File: src/rtl/register_bank_if.sv
// Bus between the MIPS datapath and its general-purpose register bank.
// Latency: none of its own; it only carries the register bank's read, write and count signals.
// Backpressure: none; every write sampled with regWrite=1 completes in one cycle.
// Ports (master = datapath, slave = register bank):
//   rdAddr1/rdAddr2 -> rdData1/rdData2 : combinational read ports (rs / rt)
//   wrAddr, wrData, regWrite           : synchronous write port (dest mux, write-back)
//   wrCount                            : committed-write counter, saturating at 16'hFFFF
interface register_bank_if #(
   parameter int DATA_W = 32,
   parameter int ADDR_W = 5
);
   logic [ADDR_W-1:0] rdAddr1;
   logic [ADDR_W-1:0] rdAddr2;
   logic [ADDR_W-1:0] wrAddr;
   logic [DATA_W-1:0] wrData;
   logic              regWrite;
   logic [DATA_W-1:0] rdData1;
   logic [DATA_W-1:0] rdData2;
   logic [15:0]       wrCount;

   modport master (
      output rdAddr1, rdAddr2, wrAddr, wrData, regWrite,
      input  rdData1, rdData2, wrCount
   );

   modport slave (
      input  rdAddr1, rdAddr2, wrAddr, wrData, regWrite,
      output rdData1, rdData2, wrCount
   );
endinterface

File: src/rtl/register_bank.sv
// Register bank of the single-cycle MIPS datapath: 2 combinational read ports, 1 write port, r0 == 0.
// Latency: reads 0 cycles, writes visible 1 cycle later (same cycle when REG_BYPASS_EN is defined).
// Backpressure: none; every write sampled with regWrite=1 completes on that edge.
// Ports: clk (rising-edge writes), rst_n (async active-low, clears all registers and wrCount),
//        bus (register_bank_if.slave: rdAddr1/2 -> rdData1/2, wrAddr/wrData/regWrite, wrCount).
// Optional feature macro: REG_BYPASS_EN -- same-cycle write-through from wrData to a read port
//        whose address matches a live write; undefined gives old-contents-until-edge reads.
module register_bank #(
   parameter int DATA_W = 32,
   parameter int ADDR_W = 5
) (
   input logic            clk,
   input logic            rst_n,
   register_bank_if.slave bus
);
   localparam int DEPTH = 2 ** ADDR_W;

   // Entry 0 is never written, so it stays at its reset value and synthesis trims it away.
   logic [DATA_W-1:0] regs [0:DEPTH-1];
   logic [15:0]       wrCountQ;
   logic              wrEn;
   logic [DATA_W-1:0] rdData1Int;
   logic [DATA_W-1:0] rdData2Int;

   // A write to r0 is dropped completely: no storage update and no count.
   assign wrEn = bus.regWrite && (bus.wrAddr != '0);

   always_ff @(posedge clk or negedge rst_n) begin
      if (!rst_n) begin
         for (int i = 0; i < DEPTH; i++) begin
            regs[i] <= '0;
         end
      end else if (wrEn) begin
         regs[bus.wrAddr] <= bus.wrData;
      end
   end

   always_ff @(posedge clk or negedge rst_n) begin
      if (!rst_n) begin
         wrCountQ <= '0;
      end else if (wrEn && (wrCountQ != 16'hFFFF)) begin
         wrCountQ <= wrCountQ + 16'd1;
      end
   end

`ifdef REG_BYPASS_EN
   // Forwarding is gated with rst_n so the ports still read 0 while reset is held,
   // even if a write is being presented at the same time.
   logic bypassLive;
   assign bypassLive = rst_n && wrEn;

   always_comb begin
      rdData1Int = '0;
      if (bus.rdAddr1 != '0) begin
         rdData1Int = regs[bus.rdAddr1];
         if (bypassLive && (bus.rdAddr1 == bus.wrAddr)) begin
            rdData1Int = bus.wrData;
         end
      end
   end

   always_comb begin
      rdData2Int = '0;
      if (bus.rdAddr2 != '0) begin
         rdData2Int = regs[bus.rdAddr2];
         if (bypassLive && (bus.rdAddr2 == bus.wrAddr)) begin
            rdData2Int = bus.wrData;
         end
      end
   end
`else
   // Without forwarding a port shows the stored value until the write edge.
   always_comb begin
      rdData1Int = '0;
      if (bus.rdAddr1 != '0) begin
         rdData1Int = regs[bus.rdAddr1];
      end
   end

   always_comb begin
      rdData2Int = '0;
      if (bus.rdAddr2 != '0) begin
         rdData2Int = regs[bus.rdAddr2];
      end
   end
`endif

   assign bus.rdData1 = rdData1Int;
   assign bus.rdData2 = rdData2Int;
   assign bus.wrCount = wrCountQ;
endmodule
File: src/flat_wrapper.sv
// flat-port wrapper written by rule: the top's interface ports become plain ports
module register_bank_flat 
#(
   parameter int DATA_W = 32,
   parameter int ADDR_W = 5
)
  (clk, rst_n, bus_rdAddr1, bus_rdAddr2, bus_wrAddr, bus_wrData, bus_regWrite, bus_rdData1, bus_rdData2, bus_wrCount);
  register_bank_if #(.DATA_W(DATA_W), .ADDR_W(ADDR_W)) bus_i ();
  input logic clk;
  input logic rst_n;
  input wire logic [$bits(bus_i.rdAddr1)-1:0] bus_rdAddr1;
  input wire logic [$bits(bus_i.rdAddr2)-1:0] bus_rdAddr2;
  input wire logic [$bits(bus_i.wrAddr)-1:0] bus_wrAddr;
  input wire logic [$bits(bus_i.wrData)-1:0] bus_wrData;
  input wire logic [$bits(bus_i.regWrite)-1:0] bus_regWrite;
  output wire logic [$bits(bus_i.rdData1)-1:0] bus_rdData1;
  output wire logic [$bits(bus_i.rdData2)-1:0] bus_rdData2;
  output wire logic [$bits(bus_i.wrCount)-1:0] bus_wrCount;
  assign bus_i.rdAddr1 = bus_rdAddr1;
  assign bus_i.rdAddr2 = bus_rdAddr2;
  assign bus_i.wrAddr = bus_wrAddr;
  assign bus_i.wrData = bus_wrData;
  assign bus_i.regWrite = bus_regWrite;
  assign bus_rdData1 = bus_i.rdData1;
  assign bus_rdData2 = bus_i.rdData2;
  assign bus_wrCount = bus_i.wrCount;
  register_bank #(.DATA_W(DATA_W), .ADDR_W(ADDR_W)) u_core (.clk(clk), .rst_n(rst_n), .bus(bus_i));
endmodule
File: config.mk
export PLATFORM = sky130hd
export DESIGN_NAME = register_bank_flat
export DESIGN_NICKNAME = d
export VERILOG_FILES = /design/src/rtl/register_bank_if.sv /design/src/rtl/register_bank.sv /design/src/flat_wrapper.sv
export SDC_FILE = /design/constraint.sdc
export NUM_CORES = 2
export LEC_CHECK = 0
export BUFFER_PORTS_ARGS = -buffer_cell sky130_fd_sc_hd__buf_4
export CORE_MARGIN = 5
export CORE_UTILIZATION = 28
export DETAILED_ROUTE_END_ITERATION = 10
export PLACE_DENSITY_LB_ADDON = 0.12
export SLEW_MARGIN = 20
export SYNTH_ARGS = -nofsm -noshare
export SYNTH_HDL_FRONTEND = slang
export SYNTH_SLANG_ARGS = --single-unit
File: constraint.sdc
create_clock -name clk -period 2.18 [get_ports clk]
set_input_delay 0.327 -clock clk [delete_from_list [all_inputs] [get_ports clk]]
set_output_delay 0.327 -clock clk [all_outputs]
set_load 0.01 [all_outputs]
==> results.md <==
- Status: finished, violations left
- Failing checks: setup timing
- Cell Count Post-Placement: 6581
- Vias in the first global route: 39200
- Switch share: 28.4%
- I/O Buffers: 129
- Setup_tns: -34.60 ns
- Final period util: 131%
- CTS tree: yes
- Worst Setup End Kind: output port
- CP Max Fanout: 3
- Design Power: 62.8 mW
- Final Critical Period: 2.85 ns
- Initial antenna violation count: 3
- Non-filler cells in the finished layout: 6827
- Post-synthesis async set-or-reset flop share: 100%
- Slowest cell on the critical path: mux4_2
- Clock share of power: 37.0%
- Register area share after synthesis: 47.2%
- Final setup fails: 64
- Die width: 454 µm
- Critical path type: reg -> out
- Clk_lat worst skew: 0.79 ns
- CTS sink count: 1040
- Post-synth EDFFs: 0
- Unrepaired setup endpoints after global routing: true
- Delay of the slowest cell on the worst path: 0.48 ns
- Core area: 197000 µm²
- Hold crit path type: in -> reg
- Wire per inst: 31.3 µm
- Post-route ant nets: 0
- Setup ws final: -0.666 ns
- GP Congestion: 0.774
- Syn avg cell area: 14.9 µm²
- F_max: 351 MHz
- Max Slew Vio Count: 0
- WP data required: 1.85 ns
- Combinational family with the most area after synthesis: multiplexers
- Logic pwr share: 21.8%
- Crit path max-delay family: multiplexers
- GRT Total Usage: 20.7%
- Maximum clock insertion buffer count: 3
- Worst path arrival time: 2.52 ns
- Sw Pwr: 17.8 mW
- Synth warnings: 0
- Critical path buffers and inverters: 2
- CTS H-tree lvls: 4
- Die height: 454 µm
- Cell Int Power: 44.9 mW
- Fin. Hold Viols: 0
- Clock transition at the registers of the reported paths: 0.06 ns
- Complex-gate fraction of the synthesized area: 4.99%
- Post-synthesis xor/xnor area fraction: 0.238%
- Wire length of the first global-routing pass: 308000 µm
- Starting Density: 28.1%
- Peak supply drop: 0.000699 V
- Skew final: 0.0129 ns
- Sequential Power Share: 41.2%
- Root buf cell: clkbuf_16
- Post-Synthesis Cells: 3696
- Detailed-route via count: 36400
- Synth-to-layout area growth: 28.2%
- # rows: 163
- Final Core Density: 36.0%
- Ys flop type: dfrtp_1
- Die ar.: 206000 µm²
- Pwr dens: 887 nW/µm²
- Least-Margin Pin Slew: 0.816 ns
- IO Pins: 130
- Vias per std cell: 5.33
- Crit-path cells: mux4_2 -> nor2b_4 -> a211oi_4 -> a311oi_2 -> buf_4 -> buf_6
- Layout cell share with drive strength beyond 1: 63.8%
- Unique cell type count in the Yosys netlist: 44
- Pin count of the biggest net entering global routing: 57
- Post-synthesis mux area share: 42.2%
- Final net count: 4136
- Cell Area, Synth: 55200 µm²
- Initial drt markers: 2314
- Adder-cell share of the synthesized area: 0.0227%
- DRT Wirelength: 213000 µm
- Post-synthesis simple-gate area fraction: 1.89%
- Detailed Place HPWL: 142000 µm
- Static Leak: 30.2 nW
- Seq cells post-synth: 1040
- Drt pass-1 iters: 5
- Relative slew slack: 45.6%
- Syn Nets: 3747
- Max Cap Viol: 0
- Total gr overflow: 0
- CTS Buf Count: 135
- Startpoint types: flop
- DRC viols: 0
layer usage:
layer / GRT usage, % / routed length [µm] / part of all wire, %
met1: 28.7 / 96200 / 45
met2: 34.1 / 102000 / 48
met3: 2.96 / 8510 / 4.0
met4: 5.65 / 6330 / 3.0
met5: 0 / 0 / 0
per-stage QoR:
stage | hold WS (ns) | area (µm²) | worst slack [ns]
floorplan | 0.0314 | 55200 | 0.0491
global placement | 0.246 | 63900 | -0.970
detailed placement | 0.247 | 64000 | -0.940
CTS | 0.00109 | 70200 | -0.752
global route | 0.0504 | 70700 | -0.739
finish | 0.0655 | 70700 | -0.666
path summary, 6_finish.rpt:
check	from	endpoint	slack, ns	cells after the start
min in group asynchronous	rst_n	u_core.regs[224]$_DFFE_PN0P_	0.29	3
max reg2reg	u_core.bus.wrCount[12]$_DFFE_PN0P_	u_core.bus.wrCount[1]$_DFFE_PN0P_	0.26	5
max in group asynchronous	rst_n	u_core.regs[970]$_DFFE_PN0P_	0.97	3
min reg2reg	u_core.regs[997]$_DFFE_PN0P_	u_core.regs[997]$_DFFE_PN0P_	0.39	0
max	u_core.regs[926]$_DFFE_PN0P_	bus_rdData2[30]	-0.67	6
min	bus_wrData[3]	u_core.regs[99]$_DFFE_PN0P_	0.07	2
worst reg2reg max path, stage by stage, from the launching register on:
cell	delay, ns
dfrtp_1	0.45
and3_1	0.23
and2_0	0.29
buf_4	0.24
a21oi_1	0.25
mux2_2	0.36
sequential cells by signal, indices dropped and copies added (netlist names):
name	count
u_core.bus.wrCount	16
u_core.regs	1024
area by class of cell:
cell class / instances / area [µm²]
flip-flops and latches: 1040 / 26000
clock inverters: 47 / 708
repair buffers: 683 / 7350
clock buffers: 191 / 3910
fillers: 18800 / 126000
well taps: 2640 / 3300
multi-input cells: 2221 / 29400
diodes: 1 / 2.50
inverters: 4 / 20.0
synth_stat cells, types with 2 or more instances:
cell	n	area [µm²]
a2111oi_0	6	52.6
inv_1	4	15.0
xor2_1	15	131
a211oi_1	70	526
or4_1	2	15.0
a22oi_1	64	480
o21ai_0	102	510
o21ai_1	10	50.1
nand2b_1	3	18.8
nor3b_1	4	30.0
nand3b_1	4	30.0
clkbuf_1	228	856
or2_2	4	25.0
buf_2	146	731
and3_1	3	18.8
nand3_1	8	40.0
o2111ai_1	18	158
nand2_1	57	214
nor2b_1	68	425
a311oi_1	64	561
a221oi_1	47	412
nand4b_1	3	26.3
nand4_1	2	12.5
dfrtp_1	1040	26000
mux2i_1	128	1280
buf_1	27	101
buf_4	28	210
nor2_1	20	75.1
and2_1	4	25.0
mux4_2	448	10100
mux2_2	1056	11900
power by group through the flow:
| stage | combinational (mW) | sequential (mW) | clock [mW] |
|---|---|---|---|
| after detailed placement | 12.7 | 26.1 | 0 |
| after floorplan | 8.53 | 25.1 | 0 |
| after CTS | 13.6 | 25.8 | 24.0 |
| after global routing | 14.7 | 26.3 | 24.7 |
| final | 13.7 | 25.8 | 23.2 |
| after global placement | 12.6 | 26.0 | 0 |
what timing repair did:
action	4_1_cts	5_1_grt
pin swaps	89	48
endpoints found under the setup margin	64	64
resized for setup	362	100
cloned	0	1
hold endpoints to repair	848	0
hold buffers	21	0
buffers inserted	18	11
cell families (layout without fill, tap and decap cells):
logic type,count (synthesis),in the layout
compound gates,382,382
xor+xnor,15,15
fa+ha+maj,1,1
buf+inv,435,925
flops,1040,1040
mux,1633,1633
other cells,0,1
simple gates,190,190
layout by cell type (no fill, tap or decap), types with 25 or more instances in the layout:
| cell type | instances |
|---|---|
| a311oi_4 | 25 |
| clkbuf_1 | 25 |
| mux2_2 | 1019 |
| clkbuf_8 | 30 |
| nor2b_1 | 49 |
| nand2_1 | 42 |
| clkbuf_16 | 137 |
| mux2_4 | 37 |
| dfrtp_1 | 1040 |
| mux4_2 | 448 |
| mux2i_1 | 128 |
| o21ai_2 | 39 |
| a211oi_2 | 48 |
| o21ai_1 | 38 |
| buf_4 | 471 |
| buf_12 | 159 |
| a22oi_1 | 41 |
Note: power is estimated with default switching activity, not from simulation.
